## config.mk

```make
export PLATFORM = sky130hd
export DESIGN_NAME = sar_search_flat
export DESIGN_NICKNAME = d
export VERILOG_FILES = /design/src/rtl/sar_search_if.sv /design/src/rtl/sar_search.sv /design/src/flat_wrapper.sv
export SDC_FILE = /design/constraint.sdc
export NUM_CORES = 1
export LEC_CHECK = 0
export ABC_AREA = 1
export BUFFER_PORTS_ARGS = -buffer_cell sky130_fd_sc_hd__buf_4
export CORE_AREA = 3 3 52 102
export DETAILED_ROUTE_END_ITERATION = 8
export DIE_AREA = 0 0 55 105
export PLACE_DENSITY = 0.61
export SETUP_SLACK_MARGIN = 0.4
export SLEW_MARGIN = 20
export SYNTH_ARGS = -nofsm -noshare
export SYNTH_HDL_FRONTEND = slang
export SYNTH_SLANG_ARGS = --single-unit
```

## constraint.sdc

```tcl
create_clock -name clk_i -period 3.3 [get_ports clk_i]
set_input_delay 0.99 -clock clk_i [delete_from_list [all_inputs] [get_ports clk_i]]
set_output_delay 0.99 -clock clk_i [all_outputs]
set_load 0.01 [all_outputs]
```

## src/rtl/sar_search_if.sv

```systemverilog
// sar_search_if -- handshake/compare bundle for sar_search.
//   start_i      : request a new search (driven by the requester)
//   above_i      : comparator response, trial_o > target
//   below_i      : comparator response, trial_o < target (both low = equal)
//   trial_o      : trial word under test
//   cmp_valid_o  : trial_o is under test, responses are consumed this edge
//   busy_o       : search in progress
//   done_o       : one-cycle completion pulse
//   result_o     : last search result, held until the next completion
//   exact_o      : equality seen during the last search
//   err_o        : above_i and below_i were both high during the last search
// WORD_WIDTH must match the WORD_WIDTH of the attached sar_search.
`timescale 1ns/1ps
interface sar_search_if #(
  parameter int unsigned WORD_WIDTH = 8
);
  logic                  start_i;
  logic                  above_i;
  logic                  below_i;
  logic [WORD_WIDTH-1:0] trial_o;
  logic                  cmp_valid_o;
  logic                  busy_o;
  logic                  done_o;
  logic [WORD_WIDTH-1:0] result_o;
  logic                  exact_o;
  logic                  err_o;

  // Requester / comparator side.
  modport master (
    output start_i, above_i, below_i,
    input  trial_o, cmp_valid_o, busy_o, done_o, result_o, exact_o, err_o
  );

  // Search engine side.
  modport slave (
    input  start_i, above_i, below_i,
    output trial_o, cmp_valid_o, busy_o, done_o, result_o, exact_o, err_o
  );
endinterface

```

## src/rtl/sar_search.sv

```systemverilog
// sar_search -- successive-approximation search against an external comparator.
// Starting from the MSB, each TEST cycle presents trial_o = acc | (1<<k) and
// consumes one above_i/below_i response to decide bit k of the accumulator.
// Ports:
//   clk_i  : rising-edge clock
//   rst_i  : asynchronous reset, active high
//   bus    : sar_search_if.slave (start/compare handshake and results)
// Parameters:
//   WORD_WIDTH : trial/result width, 1..32
//   EARLY_EXIT : 1 = finish on the first equal response, 0 = always WORD_WIDTH tests
`timescale 1ns/1ps
module sar_search #(
  parameter int unsigned WORD_WIDTH = 8,
  parameter int unsigned EARLY_EXIT = 1
) (
  input  logic         clk_i,
  input  logic         rst_i,
  sar_search_if.slave  bus
);

  localparam int unsigned KW = (WORD_WIDTH > 1) ? $clog2(WORD_WIDTH) : 1;

  typedef logic [WORD_WIDTH-1:0] word_t;
  typedef logic [KW-1:0]         idx_t;

  typedef enum logic [1:0] {
    IDLE,
    TEST,
    DONE
  } state_e;

  state_e state_q, state_d;
  idx_t   k_q, k_d;
  word_t  acc_q, acc_d;
  word_t  trial_q, trial_d;
  word_t  result_q, result_d;
  logic   exact_q, exact_d;
  logic   err_q, err_d;

  // Per-test decode of the comparator response.
  idx_t   k_m1;
  word_t  bit_k;
  word_t  bit_next;
  word_t  acc_nxt;
  logic   resp_eq;
  logic   resp_both;

  always_comb begin
    k_m1      = k_q - idx_t'(1);
    bit_k     = word_t'(1) << k_q;
    bit_next  = word_t'(1) << k_m1;
    resp_eq   = ~bus.above_i & ~bus.below_i;
    resp_both = bus.above_i & bus.below_i;
    // Bit k is kept whenever the trial was not above the target
    // (below or equal); an above or contradictory response clears it.
    acc_nxt   = bus.above_i ? acc_q : (acc_q | bit_k);
  end

  always_comb begin
    state_d  = state_q;
    k_d      = k_q;
    acc_d    = acc_q;
    trial_d  = trial_q;
    result_d = result_q;
    exact_d  = exact_q;
    err_d    = err_q;

    unique case (state_q)
      IDLE, DONE: begin
        trial_d = '0;
        if (bus.start_i) begin
          state_d = TEST;
          k_d     = idx_t'(WORD_WIDTH - 1);
          acc_d   = '0;
          trial_d = word_t'(1) << (WORD_WIDTH - 1);
          exact_d = 1'b0;
          err_d   = 1'b0;
        end else begin
          state_d = IDLE;
        end
      end

      TEST: begin
        acc_d = acc_nxt;
        if (resp_both) begin
          err_d = 1'b1;
        end
        if (resp_eq) begin
          exact_d = 1'b1;
        end

        if (resp_eq && (EARLY_EXIT != 0)) begin
          result_d = trial_q;
          state_d  = DONE;
          trial_d  = '0;
        end else if (k_q == '0) begin
          result_d = acc_nxt;
          state_d  = DONE;
          trial_d  = '0;
        end else begin
          k_d     = k_m1;
          trial_d = acc_nxt | bit_next;
        end
      end

      default: begin
        state_d = IDLE;
        trial_d = '0;
      end
    endcase
  end

  always_ff @(posedge clk_i or posedge rst_i) begin
    if (rst_i) begin
      state_q  <= IDLE;
      k_q      <= '0;
      acc_q    <= '0;
      trial_q  <= '0;
      result_q <= '0;
      exact_q  <= 1'b0;
      err_q    <= 1'b0;
    end else begin
      state_q  <= state_d;
      k_q      <= k_d;
      acc_q    <= acc_d;
      trial_q  <= trial_d;
      result_q <= result_d;
      exact_q  <= exact_d;
      err_q    <= err_d;
    end
  end

  assign bus.trial_o     = trial_q;
  assign bus.cmp_valid_o = (state_q == TEST);
  assign bus.busy_o      = (state_q == TEST);
  assign bus.done_o      = (state_q == DONE);
  assign bus.result_o    = result_q;
  assign bus.exact_o     = exact_q;
  assign bus.err_o       = err_q;

endmodule

```

## src/flat_wrapper.sv

```systemverilog
// flat-port wrapper written by rule: the top's interface ports become plain ports
module sar_search_flat 
#(
  parameter int unsigned WORD_WIDTH = 8,
  parameter int unsigned EARLY_EXIT = 1
)
  (clk_i, rst_i, bus_start_i, bus_above_i, bus_below_i, bus_trial_o, bus_cmp_valid_o, bus_busy_o, bus_done_o, bus_result_o, bus_exact_o, bus_err_o);
  sar_search_if #(.WORD_WIDTH(WORD_WIDTH)) bus_i ();
  input  logic clk_i;
  input  logic rst_i;
  input wire logic [$bits(bus_i.start_i)-1:0] bus_start_i;
  input wire logic [$bits(bus_i.above_i)-1:0] bus_above_i;
  input wire logic [$bits(bus_i.below_i)-1:0] bus_below_i;
  output wire logic [$bits(bus_i.trial_o)-1:0] bus_trial_o;
  output wire logic [$bits(bus_i.cmp_valid_o)-1:0] bus_cmp_valid_o;
  output wire logic [$bits(bus_i.busy_o)-1:0] bus_busy_o;
  output wire logic [$bits(bus_i.done_o)-1:0] bus_done_o;
  output wire logic [$bits(bus_i.result_o)-1:0] bus_result_o;
  output wire logic [$bits(bus_i.exact_o)-1:0] bus_exact_o;
  output wire logic [$bits(bus_i.err_o)-1:0] bus_err_o;
  assign bus_i.start_i = bus_start_i;
  assign bus_i.above_i = bus_above_i;
  assign bus_i.below_i = bus_below_i;
  assign bus_trial_o = bus_i.trial_o;
  assign bus_cmp_valid_o = bus_i.cmp_valid_o;
  assign bus_busy_o = bus_i.busy_o;
  assign bus_done_o = bus_i.done_o;
  assign bus_result_o = bus_i.result_o;
  assign bus_exact_o = bus_i.exact_o;
  assign bus_err_o = bus_i.err_o;
  sar_search #(.WORD_WIDTH(WORD_WIDTH), .EARLY_EXIT(EARLY_EXIT)) u_core (.clk_i(clk_i), .rst_i(rst_i), .bus(bus_i));
endmodule
```

* Word-level counts from Yosys, hierarchy flattened
Index checks and enable logic that the tools add are counted.
** Word-level totals
- Output and inout bits :: 21
- Register bits :: 31
** Cells by class
- Add/subtract/negate cells :: 1
- Mux-type cells :: 22
- Reduce and logical (&&, ||, !) cells :: 10
- Eq/ne operators :: 8
- Shift-type cells :: 2
- Bitwise operators :: 6
** Operator list (number)
- 2-to-1 mux 8 bit :: 7
- one-hot mux 8 bit (2 select lines) :: 2
- OR 8 bit :: 2
- << shifter 1 x 3 -> 8 bit, first input constant :: 2
- 2-to-1 mux 3 bit :: 3
- inequality test 2 bit, second input constant :: 3
- one-hot mux 3 bit (2 select lines) :: 1
- AND reduction 3 bit :: 2
- 2-to-1 mux 1 bit :: 4
- 2-to-1 mux 2 bit :: 2
- inequality test 2 x 1 -> 1 bit, second input constant :: 2
- one-hot mux 1 bit (2 select lines) :: 2
- one-hot mux 2 bit (2 select lines) :: 1
- AND reduction 2 bit :: 2
- AND reduction 4 bit :: 1
- nonzero test 2 bit :: 2
- logical NOT 3 bit :: 1
- inequality test 3 x 1 -> 1 bit, second input constant :: 1
- subtractor 3 x 1 -> 3 bit, second input constant :: 1
- bitwise AND 1 bit :: 2
- equality test 2 x 1 -> 1 bit, second input constant :: 1
- equality test 2 bit, second input constant :: 1
- logical NOT 2 bit :: 1
- inverter 1 bit :: 2
- OR reduction 2 bit :: 1

* Logic depth before layout (Yosys ltp)
Gate-level depths: netlist of the first run.
- Depth after elaboration :: 7
- Gate-level depth with buffers :: 8
- Mapped depth without buffers :: 8

* Least setup slack after synthesis of the first run
Ideal clock, no wire load.
- Path kind :: reg2out
- Start :: register u_core.state_q[1]
- End :: output bus_cmp_valid_o
- Slack :: 1419 ps
- Data arrival time :: 891 ps
- Buffers on the path :: 2
- Stages on the path, launching flop included :: 4
- Required time :: 2310 ps
- Path through :: dfrtp_1 nor2_8 buf_4 buf_4
** Between the ends
- Longest elaborated chain between the ends :: 1
** Ends and longest elaborated chain
- from (decl) :: RTL line sar_search.sv:32 : state_e state_q, state_d;
- from (signal assigned) :: RTL line sar_search.sv:123 : state_q <= state_d;
- equality test 2 x 1 -> 1 bit
- to (decl) :: RTL line flat_wrapper.sv:15 : output wire logic [$bits(bus_i.cmp_valid_o)-1:0] bus_cmp_valid_o;
Every way passes these cells.

* Final worst setup path of the first run
- Start :: register u_core.state_q[1]
- End :: output bus_busy_o
** Between the ends
- Longest elaborated chain between the ends :: 1
** Ends and longest elaborated chain
- equality test 2 x 1 -> 1 bit :: RTL line sar_search.sv:135 : assign bus.busy_o = (state_q == TEST);
- to (decl) :: RTL line flat_wrapper.sv:16 : output wire logic [$bits(bus_i.busy_o)-1:0] bus_busy_o;
Every way passes these cells.

==> impl_metrics.py, run 1 <==
metrics = {
    "setup_path": {
        "worstSetupPathType": "reg -> out",
        "r2r_setup_slack_ps": 1740,
        "worstRegToRegCells": 6,
        "r2r_start": "u_core.k_q[0]$_DFFE_PP0P_",
        "worst-path-max-fanout": 16,
        "start_kind": "flop",
        "required_ps": 2310,
        "cp.arrival_ps": 1190,
        "end_kind": "output pin",
        "r2r-end": "u_core.bus.trial_o[5]$_DFF_PP0_",
    },
    "floorplan": {
        "rows": 35,
        "dieArea_mm2": 0.00578,
        "coreArea_mm2": 0.00464,
        "start_util_pct": 34.4,
        "ioPinCount": 26,
        "die_w_um": 55,
        "die-height_um": 105,
    },
    "run": {
        "cap_violations": 0,
    },
    "power": {
        "powerDensity_mw_per_mm2": 912,
        "power.switching_uw": 733,
        "peakVddDrop_v": 0.000422,
        "combPwrFrac_pct": 47.5,
        "clockPowerShare_pct": 17.0,
        "p_seq_share_pct": 35.5,
        "leakage_uw": 0.00108,
        "p_int_uw": 1010,
        "p_sw_share_pct": 42.1,
    },
    "synthesis": {
        "synth.area.top_cells": "dfrtp_1 (49%), nand2_1 (12%), nand3_1 (6.6%)",
        "avgSynthCellArea_um2": 8.45,
        "async_flop_share_pct": 100,
        "synthFlopType": "dfrtp_1",
        "ys_seq_area_share_pct": 48.6,
        "syn_area_mm2": 0.00160,
        "syn_inst": 189,
        "synth_top_area_cell": "dfrtp_1",
        "synth_edf_count": 0,
        "yosysWarnings": 0,
        "synthDistinctLibCells": 23,
        "syn-num-nets": 201,
        "ys_seq_elements": 31,
        "synth_top_area_share_pct": 48.6,
    },
    "layout": {
        "layout_common_cells": "nand2_1 (52), dfrtp_1 (31), buf_4 (26)",
        "drive_gt1_share_pct": 21.6,
        "multiInputGateArea_um2": 672,
        "final_util_pct": 41.2,
        "final-seq-area_um2": 776,
        "layout_commonest_cell": "nand2_1",
        "n_fill_cell": 497,
        "antennaDiodeCount": 0,
        "finalNetCount": 230,
        "areaGrowthSynthToFinish_pct": 19.7,
    },
    "sta": {
        "setup_viol_count_final": 0,
        "final_max_slew_viol_count": 0,
        "hold_violations": 0,
        "fin_crit_sh_pct": 66.0,
        "slew_headroom_pct": 73.4,
        "finClkSkew_ps": 5.92,
        "fin_tns_setup_ps": 0,
        "final.min_clock_period_ps": 2180,
        "fmax_mhz": 459,
        "setup_ws_ps": 1120,
        "holdWs_ps": 479,
        "worst_slew_pin_slew_ps": 398,
        "rsz0062_at_grt": "false",
    },
    "detailed_routing": {
        "vias_per_cell": 4.64,
        "drt_iter0_markers": 33,
        "totalWireLength_um": 3510,
        "ant_nets": 0,
        "wire_per_inst_um": 12.8,
        "dr_total_vias": 1266,
        "drtPass1Iterations": 4,
        "drc": 0,
    },
    "hold_path": {
        "worst_hold_path.endpoint": "u_core.bus.exact_o$_DFFE_PP0P_",
        "hold_start": "u_core.bus.exact_o$_DFFE_PP0P_",
        "min_path_type": "reg -> reg",
        "hold_depth": 2,
    },
    "global_route": {
        "overflow": 0,
        "grt_usage_pct": 14.5,
        "top_usage_layer": "met2",
        "use_met1_pct": 15.9,
        "grt_pass1_wl_um": 6020,
        "first_global_vias": 1288,
        "grt_util_met2_pct": 24.3,
        "grt_max_degree": 32,
        "use_met3_pct": 3.42,
        "antenna_found_initial": 0,
    },
    "clocking": {
        "cts_buffers": 5,
        "cts.path.max_buffers": 2,
        "cts_tree": "built",
        "cts.clk_slew.worst_paths_ps": 60,
        "post_cts_buffers": 0,
        "clk_latency_ps": 280,
        "cts-resized-gates": 0,
        "clock_sinks": 31,
        "htreeDepth": 2,
        "hold_buffers": 0,
        "root_buffer": "clkbuf_8",
    },
    "placement": {
        "port-buffer-count": 25,
        "pre_cts_ws_ps": 1400,
        "gp_congestion": 0.770,
        "dp_hpwl_um": 2700,
    },
    "status": {
        "run_status": "finished, final reports clean",
    },
}
==> state kept, by name, summed over array words and instances, names as in the netlist <==
signal and flops:
u_core.bus.result_o 8, u_core.acc_q 8, u_core.bus.exact_o 1, u_core.state_q 2
u_core.bus.trial_o 8, u_core.k_q 3, u_core.bus.err_o 1
==> logic make-up (layout without fill, tap and decap cells) <==
family                     after synthesis  in the layout  synth area share, %
AOI/OAI and AO/OA                       22             22                 7.84
buffers and inverters                   33             62                 9.33
and+or+nand+nor                         96             96                 28.8
adders and majority gates                7              7                 5.49
DFF                                     31             31                 48.6
==> area by class of cell <==
type	instances	share of cell area [%]
well taps	55	3.60
multi-input cells	125	35.2
flip-flops and latches	31	40.6
clock buffers	6	4.32
inverters	29	5.83
repair buffers	26	10.2
clock inverters	1	0.262
==> per-layer routing <==
metal	vias up	part of all wire, %
li1	649	-
met1	583	39
met2	24	55
met3	10	3.1
met4	0	3.1
met5	-	0
==> through the flow <==
| step | instances | total power (uW) | cell area [um2] |
|---|---|---|---|
| after global placement | 266 | 1470 | 1820 |
| after global routing | 273 | 1910 | 1910 |
| final | 273 | 1740 | 1910 |
| after detailed placement | 266 | 1470 | 1820 |
| after floorplan | 189 | 1180 | 1600 |
| after CTS | 273 | 1770 | 1910 |
==> worst max path at each step <==
stage / end / slack [ps] / from / depth (start not counted)
floorplan: bus_cmp_valid_o / 1420 / u_core.state_q[1]$_DFFE_PP0P_ / 3
CTS: bus_busy_o / 1100 / u_core.state_q[1]$_DFFE_PP0P_ / 2
detailed placement: bus_busy_o / 1400 / u_core.state_q[1]$_DFFE_PP0P_ / 2
finish: bus_busy_o / 1120 / u_core.state_q[1]$_DFFE_PP0P_ / 2
global placement: bus_cmp_valid_o / 1410 / u_core.state_q[1]$_DFFE_PP0P_ / 2
global route: bus_busy_o / 1070 / u_core.state_q[1]$_DFFE_PP0P_ / 2
==> Yosys cell counts, types with 4 or more instances <==
cell and n:
nand2_1 52, inv_1 24, a21oi_1 9, nor2_1 5, inv_2 4, dfrtp_1 31
or2_1 7, o211ai_1 4, ha_1 7, o21ai_1 6, nand3_1 21, nand2_2 4
==> power groups by stage <==
stage	combinational (uW)	sequential, uW	clock [uW]
after CTS	845	622	307
after global routing	942	642	324
after floorplan	547	635	0
final	828	618	296
after detailed placement	842	629	0
after global placement	840	627	0
==> worst max-delay path, stage by stage (launching register included) <==
cell	delay (ps)
dfrtp_1	440
nor2_8	290
buf_4	180
(Power assumes the default switching activity.)
==> run 2: changes to the inputs <==
==> constraint.sdc (replaced) <==
create_clock -name clk_i -period 2.3 [get_ports clk_i]
set_input_delay 0.69 -clock clk_i [delete_from_list [all_inputs] [get_ports clk_i]]
set_output_delay 0.69 -clock clk_i [all_outputs]
set_load 0.01 [all_outputs]
==> impl_metrics.py, run 2 (same netlist as run 1, synthesis figures left out) <==
metrics = {
    "hold_path": {
        "hold_start": "u_core.bus.exact_o$_DFFE_PP0P_",
        "min_path_type": "reg -> reg",
        "hold_depth": 2,
    },
    "clocking": {
        "clk_latency_ps": 270,
        "cts.path.max_buffers": 2,
        "root_buffer": "clkbuf_8",
        "cts_buffers": 5,
        "cts.clk_slew.worst_paths_ps": 60,
        "clock_sinks": 31,
        "cts_tree": "built",
        "htreeDepth": 2,
    },
    "global_route": {
        "grt_usage_pct": 14.4,
        "grt_pass1_wl_um": 6040,
        "first_global_vias": 1304,
        "overflow": 0,
        "grt_max_degree": 32,
        "antenna_found_initial": 0,
    },
    "detailed_routing": {
        "totalWireLength_um": 3610,
        "met1Wirelength_um": 1390,
        "vias_per_cell": 4.67,
        "wl_met3_um": 111,
        "dr.max_layer_used": "met4",
        "drtPass1Iterations": 4,
        "drc": 0,
        "wl_met2_um": 2040,
        "drt_iter0_markers": 34,
        "wire_per_inst_um": 12.9,
        "ant_nets": 0,
        "dr_total_vias": 1304,
    },
    "setup_path": {
        "worstSetupPathType": "reg -> out",
        "end_kind": "output pin",
        "start_kind": "flop",
        "worst-path-max-fanout": 11,
        "r2r_start": "u_core.k_q[0]$_DFFE_PP0P_",
        "worstRegToRegCells": 6,
        "cp.arrival_ps": 1100,
        "cp-startpoint": "u_core.state_q[0]$_DFFE_PP0P_",
        "required_ps": 1610,
    },
    "placement": {
        "port-buffer-count": 25,
        "gp_congestion": 0.770,
        "dp_hpwl_um": 2700,
        "pre_cts_ws_ps": 703,
        "placed_area_mm2": 0.00182,
    },
    "power": {
        "powerDensity_mw_per_mm2": 1340,
        "leakage_uw": 0.00111,
        "peakVddDrop_v": 0.000600,
        "p_total_uw": 2630,
    },
    "sta": {
        "fin_crit_sh_pct": 77.8,
        "worst_slew_pin_slew_ps": 398,
        "final.min_clock_period_ps": 1790,
        "setup_ws_ps": 511,
        "holdWs_ps": 480,
        "setup_viol_count_final": 0,
        "rsz0062_at_grt": "false",
        "fmax_mhz": 559,
        "slew_headroom_pct": 73.5,
        "final_max_slew_viol_count": 0,
        "fin_tns_setup_ps": 0,
        "hold_violations": 0,
        "finClkSkew_ps": 2.27,
    },
    "floorplan": {
        "die-height_um": 105,
        "dieArea_mm2": 0.00578,
        "start_util_pct": 34.4,
        "ioPinCount": 26,
        "die_w_um": 55,
        "coreArea_mm2": 0.00464,
        "rows": 35,
    },
    "layout": {
        "finalNetCount": 235,
        "areaGrowthSynthToFinish_pct": 22.8,
        "antennaDiodeCount": 0,
        "n_fill_cell": 527,
        "layout_common_cells": "nand2_1 (52), buf_4 (31), dfrtp_1 (31)",
        "layout_commonest_cell": "nand2_1",
        "fin_area_mm2": 0.00196,
        "drive_gt1_share_pct": 23.2,
    },
    "status": {
        "run_status": "finished, final reports clean",
    },
    "run": {
        "cap_violations": 0,
    },
}
-- run 2: worst max-delay path: stages (launching register included) --
cell and delay [ps]:
dfrtp_1 380, inv_2 90, nor2_8 200, buf_4 150
-- run 2: per-layer routing --
layer / up-vias / GRT usage [%]
met4: 0 / 5.22
li1: 660 / -
met5: - / 0
met3: 5 / 3.42
met2: 24 / 25.2
met1: 615 / 15.8
-- run 2: final timing paths --
kind                       slack (ps)                              end
setup / recovery                  510                       bus_busy_o
setup reg to reg                  720  u_core.bus.trial_o[6]$_DFF_PP0_
hold reg to reg                   480   u_core.bus.exact_o$_DFFE_PP0P_
min in group asynchronous         490      u_core.acc_q[7]$_DFFE_PP0P_
max in group asynchronous        1520  u_core.bus.trial_o[5]$_DFF_PP0_
hold / removal                    480   u_core.bus.exact_o$_DFFE_PP0P_
-- run 2: layout make-up --
class	instances	area, um2	share of cell area, %
Multi-Input combinational cell	125	672	34.3
Timing Repair Buffer	31	233	11.9
Sequential cell	31	776	39.6
Clock buffer	8	100	5.11
Inverter	29	111	5.68
Tap cell	55	68.8	3.51
-- run 2: where the power goes --
| group | switching [uW] | total [uW] | internal (uW) | leakage, uW |
|---|---|---|---|---|
| combinational | 734 | 1270 | 540 | 0.000649 |
| sequential | 148 | 887 | 738 | 0.000408 |
| clock | 192 | 464 | 273 | 0.0000515 |
-- run 2: per-stage QoR --
| stage | std cells | utilization (%) |
|---|---|---|
| finish | 279 | 42.2 |
| global route | 279 | 42.2 |
| CTS | 274 | 41.4 |
| detailed placement | 266 | 39.3 |
| global placement | 266 | 39.3 |
| floorplan | 189 | - |
-- run 2: repair_timing --
item / in CTS / in global routing
resized for setup: 0 / 0
endpoints found under the setup margin: 0 / 2
hold buffers: 0 / 0
setup buffers: 0 / 5
==> run 3: changes to the inputs <==
==> constraint.sdc (replaced) <==
create_clock -name clk_i -period 1.87 [get_ports clk_i]
set_input_delay 0.561 -clock clk_i [delete_from_list [all_inputs] [get_ports clk_i]]
set_output_delay 0.561 -clock clk_i [all_outputs]
set_load 0.01 [all_outputs]
==> impl_metrics.py, run 3 (same netlist as run 1, synthesis figures left out) <==
metrics = {
    "sta": {
        "finClkSkew_ps": 2.85,
        "setup_viol_count_final": 0,
        "final.min_clock_period_ps": 1600,
        "fmax_mhz": 624,
        "fin_tns_setup_ps": 0,
        "rsz0062_at_grt": "true",
        "final_max_slew_viol_count": 0,
        "hold_violations": 0,
        "setup_ws_ps": 266,
        "holdWs_ps": 356,
        "fin_crit_sh_pct": 85.8,
        "worst_slew_pin_slew_ps": 408,
        "slew_headroom_pct": 72.8,
    },
    "power": {
        "powerDensity_mw_per_mm2": 1660,
        "peakVddDrop_v": 0.000900,
        "leakage_uw": 0.00113,
    },
    "floorplan": {
        "dieArea_mm2": 0.00578,
        "die_w_um": 55,
        "rows": 35,
        "ioPinCount": 26,
        "die-height_um": 105,
        "start_util_pct": 34.4,
        "coreArea_mm2": 0.00464,
    },
    "detailed_routing": {
        "totalWireLength_um": 3940,
        "dr_total_vias": 1330,
        "drc": 0,
        "wl_met2_um": 2220,
        "ant_nets": 0,
        "vias_per_cell": 4.67,
        "wl_met3_um": 142,
        "met1Wirelength_um": 1420,
        "dr.max_layer_used": "met4",
        "wire_per_inst_um": 13.8,
        "drtPass1Iterations": 4,
        "drt_iter0_markers": 45,
    },
    "placement": {
        "place_inst": 268,
        "pre_cts_ws_ps": 306,
        "port-buffer-count": 25,
        "placed_area_mm2": 0.00184,
        "dp_hpwl_um": 2820,
        "gp_congestion": 0.797,
    },
    "setup_path": {
        "path_delay_family": "flip-flops",
        "start_kind": "flop",
        "worstSetupPathType": "reg -> out",
        "worst-path-max-fanout": 4,
        "worst_path_max_delay_cell": "dfrtp_1",
        "path_buf_inv": 2,
        "path_cells": "inv_2 > nor2_8 > buf_6",
        "end_kind": "output pin",
        "max_stage_delay_ps": 410,
        "required_ps": 1310,
        "cp.arrival_ps": 1040,
    },
    "global_route": {
        "grt_usage_pct": 15.6,
        "overflow": 0,
        "grt_max_degree": 32,
        "first_global_vias": 1318,
        "antenna_found_initial": 0,
        "grt_pass1_wl_um": 6320,
    },
    "layout": {
        "layout_commonest_cell": "nand2_1",
        "fin_area_mm2": 0.00203,
        "stdcell_count": 285,
        "areaGrowthSynthToFinish_pct": 27.4,
        "finalNetCount": 241,
        "n_fill_cell": 505,
        "antennaDiodeCount": 0,
        "layout_common_cells": "nand2_1 (50), buf_4 (33), dfrtp_1 (30)",
        "drive_gt1_share_pct": 27.0,
    },
    "run": {
        "cap_violations": 0,
    },
    "status": {
        "run_status": "finished, final reports clean",
    },
    "clocking": {
        "clock_sinks": 31,
        "hold_buffers": 0,
        "cts_tree": "built",
        "htreeDepth": 2,
        "root_buffer": "clkbuf_8",
        "cts.path.max_buffers": 2,
        "clk_latency_ps": 280,
        "cts.clk_slew.worst_paths_ps": 60,
        "cts_buffers": 5,
    },
    "hold_path": {
        "min_path_type": "in -> async",
    },
}
==> run 3: cell types whose count changed in the layout (fill, tap and decap cells not counted), sizes merged <==
| cell | delta |
|---|---|
| buf | +6 |
| clkbuf | -1 |
| clkinv | +1 |
==> run 3: path summary, 6_finish.rpt <==
kind / startpoint / to / slack, ps / cells after the start
worst max-delay path: u_core.state_q[0]$_DFFE_PP0P_ / bus_cmp_valid_o / 270 / 3
worst min-delay path: rst_i / u_core.acc_q[7]$_DFFE_PP0P_ / 360 / 3
worst max register to register: u_core.state_q[0]$_DFFE_PP0P_ / u_core.bus.result_o[0]$_DFFE_PP0P_ / 460 / 8
worst min register to register: u_core.bus.result_o[1]$_DFFE_PP0P_ / u_core.bus.result_o[1]$_DFFE_PP0P_ / 480 / 2
max in group asynchronous: rst_i / u_core.state_q[1]$_DFFE_PP0P_ / 1200 / 3
min in group clk_i: u_core.bus.result_o[1]$_DFFE_PP0P_ / u_core.bus.result_o[1]$_DFFE_PP0P_ / 480 / 2
==> run 3: what timing repair did <==
action,CTS,global route
setup buffers,6,3
pin swaps,1,2
gates resized for setup,1,11
setup endpoints to repair,11,20
==> run 3: through the flow <==
stage	power, uW	utilization (%)
final	3380	43.8
after floorplan	2090	-
after global routing	3680	43.8
after global placement	2630	39.6
after CTS	3280	42.4
after detailed placement	2650	39.6
==> run 3: power breakdown <==
part / switching, uW / internal, uW / leakage, uW
combinational: 1020 / 803 / 0.000683
clock: 240 / 260 / 0.0000422
sequential: 155 / 910 / 0.000407
total: 1410 / 1970 / 0.00113
==> run 3: worst reg2reg max path: stages (launching register included) <==
cell     delay [ps]
dfrtp_1         420
inv_2           130
nor2_8           50
buf_4           140
buf_4           150
nand2_1         120
nand2_4         110
nand3_1         120
nand2_1          60
==> run 3: cell type report <==
type / instances / area (um2) / share of cell area (%)
Multi-Input combinational cell: 125 / 702 / 34.5
Clock buffer: 7 / 76.3 / 3.75
Tap cell: 55 / 68.8 / 3.38
Sequential cell: 31 / 777 / 38.2
Timing Repair Buffer: 37 / 293 / 14.4
Clock inverter: 1 / 5.00 / 0.246
Inverter: 29 / 111 / 5.48
==> run 3: routing by layer <==
metal  GRT usage (%)  up-vias
met5               0        -
met4            8.17        0
met3            3.85       11
met2            26.9       27
met1            16.0      623
li1                -      669
